File: config.mk
export PLATFORM = sky130hd
export DESIGN_NAME = gate_round_scheduler_flat
export DESIGN_NICKNAME = d
export VERILOG_FILES = /design/src/rtl/gate_round_scheduler_if.sv /design/src/rtl/gate_round_scheduler.sv /design/src/flat_wrapper.sv
export SDC_FILE = /design/constraint.sdc
export NUM_CORES = 1
export LEC_CHECK = 0
export BUFFER_PORTS_ARGS = -buffer_cell sky130_fd_sc_hd__buf_2
export CAP_MARGIN = 30
export CORE_ASPECT_RATIO = 1.5
export CORE_MARGIN = 2
export CORE_UTILIZATION = 35
export CTS_CLUSTER_SIZE = 16
export DETAILED_ROUTE_END_ITERATION = 12
export GPL_ROUTABILITY_DRIVEN = 0
export PLACE_DENSITY_LB_ADDON = 0.05
export SYNTH_ARGS = -nofsm -noshare
export SYNTH_HDL_FRONTEND = slang
export SYNTH_SLANG_ARGS = --single-unit
File: constraint.sdc
create_clock -name clk -period 7.5 [get_ports clk]
set_clock_uncertainty 0.1 [all_clocks]
set_input_delay 2.25 -clock clk [delete_from_list [all_inputs] [get_ports clk]]
set_output_delay 2.25 -clock clk [all_outputs]
set_load 0.02 [all_outputs]
File: src/rtl/gate_round_scheduler_if.sv
// Key/random inputs and round status outputs of the gate quiz round sequencer.
// master: key/LFSR side, slave: gate_round_scheduler.
interface gate_round_scheduler_if;
  logic       switch_pulse;
  logic       confirm_pulse;
  logic [8:0] rand_in;
  logic [7:0] selected_gate;
  logic [7:0] current_gate;
  logic [8:0] completed;
  logic [3:0] score;
  logic [7:0] misses;
  logic       timer_en;
  logic       vga_blankout;
  logic       playing;
  logic       done;
  logic       game_over;

  modport master (
    output switch_pulse, confirm_pulse, rand_in,
    input  selected_gate, current_gate, completed, score, misses,
           timer_en, vga_blankout, playing, done, game_over
  );

  modport slave (
    input  switch_pulse, confirm_pulse, rand_in,
    output selected_gate, current_gate, completed, score, misses,
           timer_en, vga_blankout, playing, done, game_over
  );
endinterface

File: src/rtl/gate_round_scheduler.sv
// Round sequencer for the logic-gate quiz: selection, target pick, judging, miss penalty.
// Optional miss limit (MAX_MISSES ends the game) enabled by defining GATE_SCHED_MISS_LIMIT_EN.
module gate_round_scheduler #(
  parameter int unsigned BLANK_CYCLES = 25_000_000,
  parameter int unsigned MAX_MISSES   = 3
) (
  input  logic                  clk,
  input  logic                  reset,
  gate_round_scheduler_if.slave bus
);

  localparam int unsigned CNT_W = (BLANK_CYCLES > 1) ? $clog2(BLANK_CYCLES) : 1;

  typedef enum logic [2:0] {S_IDLE, S_LOAD, S_PROBE, S_PLAY, S_BLANK, S_DONE} state_t;

  state_t           state_reg, state_next;
  logic [3:0]       sel_idx_reg, sel_idx_next;
  logic [3:0]       cand_reg, cand_next;
  logic [7:0]       current_gate_reg, current_gate_next;
  logic [8:0]       completed_reg, completed_next;
  logic [3:0]       score_reg, score_next;
  logic [7:0]       misses_reg, misses_next;
  logic [CNT_W-1:0] blank_cnt_reg, blank_cnt_next;
  logic             game_over_reg, game_over_next;
  logic [7:0]       selected_gate_reg;
  logic             timer_en_reg, vga_blankout_reg, playing_reg, done_reg;

  logic       confirm_acts;
  logic [8:0] cand_mask;
  logic [3:0] rand_nib;
  logic [4:0] rand_hi_unused;

  assign rand_nib       = bus.rand_in[3:0];
  assign rand_hi_unused = bus.rand_in[8:4];
  assign cand_mask      = 9'd1 << cand_reg;

  // Index 0 (AND) is code 0; the rest are one-hot shifted down by one.
  function automatic logic [7:0] gate_code(input logic [3:0] k);
    return (k == 4'd0) ? 8'd0 : (8'd1 << (k - 4'd1));
  endfunction

  always_comb begin
    state_next        = state_reg;
    sel_idx_next      = sel_idx_reg;
    cand_next         = cand_reg;
    current_gate_next = current_gate_reg;
    completed_next    = completed_reg;
    score_next        = score_reg;
    misses_next       = misses_reg;
    blank_cnt_next    = blank_cnt_reg;
    game_over_next    = game_over_reg;

    confirm_acts = bus.confirm_pulse && (state_reg == S_IDLE || state_reg == S_PLAY);

    // A confirm that acts wins over a simultaneous switch and judges the old selection.
    if (bus.switch_pulse && !confirm_acts &&
        (state_reg == S_IDLE || state_reg == S_LOAD ||
         state_reg == S_PROBE || state_reg == S_PLAY))
      sel_idx_next = (sel_idx_reg == 4'd8) ? 4'd0 : sel_idx_reg + 4'd1;

    case (state_reg)
      S_IDLE: begin
        if (bus.confirm_pulse) state_next = S_LOAD;
      end
      S_LOAD: begin
        cand_next  = (rand_nib < 4'd9) ? rand_nib : rand_nib - 4'd9;
        state_next = S_PROBE;
      end
      S_PROBE: begin
        if ((completed_reg & cand_mask) == 9'd0) begin
          current_gate_next = gate_code(cand_reg);
          state_next        = S_PLAY;
        end else begin
          cand_next = (cand_reg == 4'd8) ? 4'd0 : cand_reg + 4'd1;
        end
      end
      S_PLAY: begin
        if (bus.confirm_pulse) begin
          if (sel_idx_reg == cand_reg) begin
            completed_next = completed_reg | cand_mask;
            score_next     = score_reg + 4'd1;
            state_next     = (completed_next == 9'h1FF) ? S_DONE : S_LOAD;
          end else begin
            misses_next = (misses_reg == 8'd255) ? 8'd255 : misses_reg + 8'd1;
`ifdef GATE_SCHED_MISS_LIMIT_EN
            if (32'(misses_next) == MAX_MISSES) begin
              game_over_next = 1'b1;
              state_next     = S_DONE;
            end else begin
              blank_cnt_next = CNT_W'(BLANK_CYCLES - 1);
              state_next     = S_BLANK;
            end
`else
            blank_cnt_next = CNT_W'(BLANK_CYCLES - 1);
            state_next     = S_BLANK;
`endif
          end
        end
      end
      S_BLANK: begin
        if (blank_cnt_reg == '0) state_next = S_PLAY;
        else                     blank_cnt_next = blank_cnt_reg - 1'b1;
      end
      S_DONE: ;
      default: state_next = S_IDLE;
    endcase
  end

`ifndef GATE_SCHED_MISS_LIMIT_EN
  logic [7:0] miss_limit_unused;
  assign miss_limit_unused = 8'(MAX_MISSES);
`endif

  always_ff @(posedge clk) begin
    if (reset) begin
      state_reg         <= S_IDLE;
      sel_idx_reg       <= '0;
      cand_reg          <= '0;
      current_gate_reg  <= '0;
      completed_reg     <= '0;
      score_reg         <= '0;
      misses_reg        <= '0;
      blank_cnt_reg     <= '0;
      game_over_reg     <= 1'b0;
      selected_gate_reg <= '0;
      timer_en_reg      <= 1'b0;
      vga_blankout_reg  <= 1'b0;
      playing_reg       <= 1'b0;
      done_reg          <= 1'b0;
    end else begin
      state_reg         <= state_next;
      sel_idx_reg       <= sel_idx_next;
      cand_reg          <= cand_next;
      current_gate_reg  <= current_gate_next;
      completed_reg     <= completed_next;
      score_reg         <= score_next;
      misses_reg        <= misses_next;
      blank_cnt_reg     <= blank_cnt_next;
      game_over_reg     <= game_over_next;
      // Status flags are decoded from the next state so they land with the state change.
      selected_gate_reg <= gate_code(sel_idx_next);
      timer_en_reg      <= (state_next == S_LOAD) || (state_next == S_PROBE) ||
                           (state_next == S_PLAY) || (state_next == S_BLANK);
      vga_blankout_reg  <= (state_next == S_BLANK);
      playing_reg       <= (state_next == S_PLAY);
      done_reg          <= (state_next == S_DONE);
    end
  end

  assign bus.selected_gate = selected_gate_reg;
  assign bus.current_gate  = current_gate_reg;
  assign bus.completed     = completed_reg;
  assign bus.score         = score_reg;
  assign bus.misses        = misses_reg;
  assign bus.timer_en      = timer_en_reg;
  assign bus.vga_blankout  = vga_blankout_reg;
  assign bus.playing       = playing_reg;
  assign bus.done          = done_reg;
  assign bus.game_over     = game_over_reg;

endmodule
File: src/flat_wrapper.sv
// flat-port wrapper written by rule: the top's interface ports become plain ports
module gate_round_scheduler_flat 
#(
  parameter int unsigned BLANK_CYCLES = 25_000_000,
  parameter int unsigned MAX_MISSES   = 3
)
  (clk, reset, bus_switch_pulse, bus_confirm_pulse, bus_rand_in, bus_selected_gate, bus_current_gate, bus_completed, bus_score, bus_misses, bus_timer_en, bus_vga_blankout, bus_playing, bus_done, bus_game_over);
  gate_round_scheduler_if bus_i ();
  input  logic clk;
  input  logic reset;
  input wire logic [$bits(bus_i.switch_pulse)-1:0] bus_switch_pulse;
  input wire logic [$bits(bus_i.confirm_pulse)-1:0] bus_confirm_pulse;
  input wire logic [$bits(bus_i.rand_in)-1:0] bus_rand_in;
  output wire logic [$bits(bus_i.selected_gate)-1:0] bus_selected_gate;
  output wire logic [$bits(bus_i.current_gate)-1:0] bus_current_gate;
  output wire logic [$bits(bus_i.completed)-1:0] bus_completed;
  output wire logic [$bits(bus_i.score)-1:0] bus_score;
  output wire logic [$bits(bus_i.misses)-1:0] bus_misses;
  output wire logic [$bits(bus_i.timer_en)-1:0] bus_timer_en;
  output wire logic [$bits(bus_i.vga_blankout)-1:0] bus_vga_blankout;
  output wire logic [$bits(bus_i.playing)-1:0] bus_playing;
  output wire logic [$bits(bus_i.done)-1:0] bus_done;
  output wire logic [$bits(bus_i.game_over)-1:0] bus_game_over;
  assign bus_i.switch_pulse = bus_switch_pulse;
  assign bus_i.confirm_pulse = bus_confirm_pulse;
  assign bus_i.rand_in = bus_rand_in;
  assign bus_selected_gate = bus_i.selected_gate;
  assign bus_current_gate = bus_i.current_gate;
  assign bus_completed = bus_i.completed;
  assign bus_score = bus_i.score;
  assign bus_misses = bus_i.misses;
  assign bus_timer_en = bus_i.timer_en;
  assign bus_vga_blankout = bus_i.vga_blankout;
  assign bus_playing = bus_i.playing;
  assign bus_done = bus_i.done;
  assign bus_game_over = bus_i.game_over;
  gate_round_scheduler #(.BLANK_CYCLES(BLANK_CYCLES), .MAX_MISSES(MAX_MISSES)) u_core (.clk(clk), .reset(reset), .bus(bus_i));
endmodule
==> results of run 1 <==
logic make-up after synthesis:
kind of cell | count (synthesis) | share of synthesized area [%]
compound gates | 96 | 17.0
xor+xnor | 34 | 7.69
fa+ha+maj | 14 | 4.53
buf+inv | 40 | 4.30
flops | 77 | 39.8
mux | 5 | 1.29
other cells | 1 | 0.0969
simple gates | 180 | 25.2
worst paths after layout:
check	from	cells past startpoint	slack [ns]	end
setup / recovery	bus_confirm_pulse	8	3.52	u_core.blank_cnt_reg[11]
hold / removal	u_core.blank_cnt_reg[24]	2	0.36	u_core.blank_cnt_reg[24]
setup reg to reg	u_core.cand_reg[2]	7	4.37	u_core.bus.timer_en
hold reg to reg	u_core.blank_cnt_reg[24]	2	0.36	u_core.blank_cnt_reg[24]
placed cells by master (no fill, tap or decap), types with 10 or more instances in the layout:
cell type	instances
nand2_1	26
nand3b_1	13
nand3_1	10
inv_1	16
nor2_1	72
xor2_1	25
a21oi_1	36
ha_1	14
dfxtp_1	77
buf_2	48
routing by layer:
metal / vias up / track usage, % / share of wire (%)
li1: 1648 / - / -
met1: 1497 / 18.2 / 44
met2: 34 / 29.0 / 52
met3: 10 / 3.19 / 2.5
met4: 0 / 5.38 / 1.8
met5: - / 0 / 0
cell type report:
class,instances,area [um^2]
clock buffers,12,246
clock inverters,3,46.3
fillers,1116,6380
inverters,16,60.1
multi-input cells,330,2160
flip-flops and latches,77,1540
well taps,147,184
repair buffers,50,255
where the power goes:
group / switching [uW] / total (uW) / internal, uW
clock: 164 / 429 / 266
sequential: 24.5 / 450 / 425
combinational: 113 / 179 / 65.3
per-stage QoR:
step,power (uW),utilization (%),setup WS [ns]
3_5_place_dp,638,38.6,3.22
4_1_cts,1070,41.3,3.54
2_1_floorplan,597,-,3.60
3_3_place_gp,636,38.6,3.22
6_report,1060,41.3,3.52
5_1_grt,1120,41.3,3.39
worst min-delay path, stage by stage, from the launching register on:
cell     delay (ns)
dfxtp_1        0.30
o41ai_1        0.05
a21oi_1        0.05
==> metrics.md, run 1 <==
| Metric | Value |
|---|---|
| Status | `finished, final reports clean` |
| Drt total wl | `between 9000 and 10,000 um` |
| Synth area leaders | `dfxtp_1 (40%), nor2_1 (7.0%), xor2_1 (5.7%)` |
| Post-DP HPWL | `about 6500 um` |
| Num rows | `47` |
| Synth top cells by count | `dfxtp_1 (77), nor2_1 (72), a21oi_1 (36)` |
| Setup TNS | `0 ns` |
| Fin cells | `635` |
| Sequential share of the synthesized area | `around two fifths` |
| DIE AREA | `between 10,000 and 15,000 um^2` |
| Total GRT Usage | `15.8%` |
| Initial antenna violation count | `0` |
| Syn Inst Count | `between 400 and 500` |
| CTS Buf Count | `9` |
| Avg Vias per Cell | `roughly 5.0` |
| #FFs+latches synth | `77` |
| Cell area after layout | `around 4500 um^2` |
| Worst setup path category | `primary input to register` |
| Worst min path class | `register to register` |
| H-tree levels | `3` |
| Global-route wire length before repair | `~15,000 um` |
| # IOs | `55` |
| Synthesis-to-finish area growth | `16.2%` |
| Post-DP Area | `4200 um^2` |
| Post_cts resized | `0` |
| Synth top area share | `39.8%` |
| TritonRoute pass-1 iters | `4` |
| Critical path arrival | `roughly 4.1 ns` |
| Pleak | `between 0.0015 and 0.002 uW` |
| Max frequency | `roughly 0.25 GHz` |
| Share of layout cells above drive strength 1 | `between 10% and 20%` |
| Min Tclk post-route | `approximately 4.0 ns` |
| Starting Density | `approximately 36%` |
| PwrDens | `roughly 240 nW/um^2` |
| Routed Antenna Nets | `0` |
| Most numerous cell in the Yosys netlist | `dfxtp_1` |
| Synth area leader | `dfxtp_1` |
| Final period utilization | `53.0%` |
| Cell breakdown of the critical path | `buf_2 -> nand4b_4 -> a41o_1 -> buf_4 -> a221oi_4 -> nand3b_1 -> xor2_1 -> a21oi_1` |
| Crit-path max cell delay | `around 0.60 ns` |
| CP max FO | `23` |
| CTS tree | `yes` |
| Maximum vdd drop | `0.000104 V` |
| Max-slew headroom | `a little under half` |
| DRC Markers | `0` |
| Placed Cells | `slightly above 600` |
| Clk slew on worst S/H paths | `0.06 ns` |
| Core area | `approximately 11,000 um^2` |
| Worst EP required | `approximately 7.6 ns` |
| Hold_buf cts | `0` |
| Final setup fails | `0` |
| Worst path buffer plus inverter count | `2` |
| Final max-slew violation count | `0` |
| Max reg flops | `25` |
| Netlist cell types | `between 60 and 70` |
| Final hold violation count | `0` |
| Postcts setup bufs | `0` |
| Gr ovfl total | `0` |
| Netlist Area Pre-Place | `slightly below 4000 um^2` |
| FFs w/ async S/R, synth | `0%` |
| Ys flop type | `dfxtp_1` |
| Port Buf Inserts | `between 40 and 50` |
| Max Cap Violations | `0` |
| Setup crit start kind | `primary input` |
| Clock Sinks | `between 70 and 80` |
| Wire per inst | `14.3 um` |
| Clock buffer depth | `2` |
| Crit. End Element | `register` |
| Drt first-iter violations | `approximately 120` |
| EDFF count, synth | `0` |
| Largest net degree at the start of global routing | `38` |
| Synth Area per Inst | `just under 9 um^2` |
| Syn. warnings | `0` |
| Ant. Diodes | `0` |
| Worst skew pair latency | `0.33 ns` |
| Die Height | `~130 um` |
| Die width | `around 90 um` |
| Final nets | `around 510` |
| Syn Nets | `between 400 and 500` |
| Vias | `3,189` |
| RSZ-0062 raised after global routing | `no` |
| CP top delay family | `compound AO/OA/AOI/OAI gates` |
| Hold Worst Slack | `around 0.36 ns` |
| Clk root buf | `clkbuf_16` |
| Worst slew pin tran | `0.800 ns` |
| Vias in the first global route | `just over 3,000` |
| Worst path slowest cell | `a221oi_4` |
No activity file was read; power rests on OpenSTA's default activity.
==> inputs of run 2 (changes only) <==
Clock period 7.5 ns to 4 ns, I/O delays scaled along.
==> metrics.md, run 2 (synthesized netlist as in run 1, its figures left out) <==
| Metric | Value |
|---|---|
| Max frequency | `0.309 GHz` |
| Clock buffer depth | `2 (unchanged)` |
| Power after layout | `2020 uW (+91%)` |
| Final hold violation count | `0 (unchanged)` |
| Most frequent cells in the layout | `dfxtp_1 (77), nor2_1 (72), buf_2 (48)` |
| Port Buf Inserts | `48 (unchanged)` |
| Crit-path max cell delay | `0.80 ns (+0.20 ns)` |
| CTS Buf Count | `9 (unchanged)` |
| Setup crit start kind | `register` |
| Ant. Diodes | `0 (unchanged)` |
| Die Height | `133 um (unchanged)` |
| Total GRT Usage | `15.8% (+0.025 points)` |
| H-tree levels | `3 (unchanged)` |
| CTS tree | `yes` |
| PwrDens | `446 nW/um^2 (+90%)` |
| Num rows | `47 (unchanged)` |
| Worst skew pair latency | `0.33 ns (about the same)` |
| Worst path slowest cell | `or4b_1` |
| Share of layout cells above drive strength 1 | `17.1% (+0.92 points)` |
| RSZ-0062 raised after global routing | `no` |
| Placed Cells | `622 (+0.32%)` |
| Fin cells | `638 (+0.47%)` |
| Hold Worst Slack | `0.363 ns (+0.00609 ns)` |
| Avg Vias per Cell | `5.00 (-0.50%)` |
| Min Tclk post-route | `~3.2 ns` |
| Max-slew headroom | `47.7% (+1.5 points)` |
| Cell area after layout | `4530 um^2 (+0.75%)` |
| Clock Sinks | `77 (unchanged)` |
| Wire per inst | `14.2 um (-0.53%)` |
| # IOs | `55 (unchanged)` |
| Hold_buf cts | `0 (unchanged)` |
| Drt total wl | `9080 um (about the same)` |
| Worst EP required | `4.12 ns (-3.47 ns)` |
| TritonRoute pass-1 iters | `4 (unchanged)` |
| Worst slew pin tran | `0.778 ns (-0.0218 ns)` |
| Max Cap Violations | `0 (unchanged)` |
| Worst path buffer plus inverter count | `1 (-1)` |
| Final nets | `513 (+0.39%)` |
| Final period utilization | `about four fifths` |
| Status | `finished, final reports clean` |
| Drt first-iter violations | `129 (+10%)` |
| Pleak | `0.00179 uW (+0.97%)` |
| Postcts setup bufs | `0 (unchanged)` |
| Cell breakdown of the critical path | `inv_1 -> ha_1 -> a22oi_1 -> a31oi_1 -> or4b_1 -> and3_1 -> a22o_1` |
| Vias in the first global route | `3,131 (+0.45%)` |
| Worst setup path category | `register to register` |
| Post-DP Area | `4220 um^2 (+0.36%)` |
| Crit. End Element | `register` |
| Die width | `89.9 um (unchanged)` |
| DIE AREA | `11,900 um^2 (unchanged)` |
| Post_cts resized | `0 (unchanged)` |
| Global-route wire length before repair | `15,200 um (-0.72%)` |
| Worst min path class | `register to register` |
| CP max FO | `15 (-35%)` |
| Post-DP HPWL | `6470 um (-0.22%)` |
| Setup TNS | `0 ns (unchanged)` |
| FF-to-FF setup slack | `0.77 ns (-3.60 ns)` |
| Commonest non-fill, non-tap cell in the layout | `dfxtp_1` |
| Largest net degree at the start of global routing | `32 (-16%)` |
| Final setup fails | `0 (unchanged)` |
| Starting Density | `35.6% (unchanged)` |
| Core area | `10,900 um^2 (unchanged)` |
| Final max-slew violation count | `0 (unchanged)` |
| Routed Antenna Nets | `0 (unchanged)` |
| CP top delay family | `simple AND/OR/NAND/NOR gates` |
| Initial antenna violation count | `0 (unchanged)` |
| Synthesis-to-finish area growth | `17.0%` |
| Gr ovfl total | `0 (unchanged)` |
| Max reg flops | `25 (unchanged)` |
| Vias | `3,188 (-0.031%)` |
| DRC Markers | `0 (unchanged)` |
| Clk slew on worst S/H paths | `0.06 ns (about the same)` |
| Maximum vdd drop | `0.000237 V (+130%)` |
| Clk root buf | `clkbuf_16` |
| Critical path arrival | `3.36 ns (-0.71 ns)` |
## run 2: power by group
part	total [uW]	internal (uW)	switching, uW
registers	843	797	46.1
logic	338	124	214
clock network	840	517	323
## run 2: worst reg2reg max path, stage by stage, from the launching register on
cell	delay [ns]
dfxtp_1	0.69
inv_1	0.28
ha_1	0.31
a22oi_1	0.21
a31oi_1	0.15
or4b_1	0.80
and3_1	0.32
a22o_1	0.26
## run 2: per-layer routing
metal / wire length, um / vias to the layer above / global-route usage, %
li1: - / 1646 / -
met1: 4050 / 1483 / 18.7
met2: 4540 / 46 / 27.8
met3: 268 / 13 / 3.02
met4: 216 / 0 / 6.92
met5: 0 / - / 0
## run 2: path summary, 6_finish.rpt
check | from | to | depth (start not counted)
max | u_core.cand_reg[2] | u_core.bus.timer_en | 7
min | u_core.blank_cnt_reg[24] | u_core.blank_cnt_reg[24] | 2
max reg2reg | u_core.cand_reg[2] | u_core.bus.timer_en | 7
min reg2reg | u_core.blank_cnt_reg[24] | u_core.blank_cnt_reg[24] | 2
## run 2: metrics by stage
step	setup WS, ns	util, %
5_1_grt	0.597	41.6
4_1_cts	0.764	41.6
3_5_place_dp	0.819	38.8
2_1_floorplan	1.15	-
6_report	0.768	41.6
3_3_place_gp	0.817	38.8
## run 2: area by class of cell
type | count | area (um^2)
tap | 147 | 184
sequential | 77 | 1540
multi-input combinational | 330 | 2160
clock inverter | 5 | 58.8
clock buffer | 11 | 253
fill | 1140 | 6350
inverter | 16 | 60.1
timing repair buffer | 52 | 270
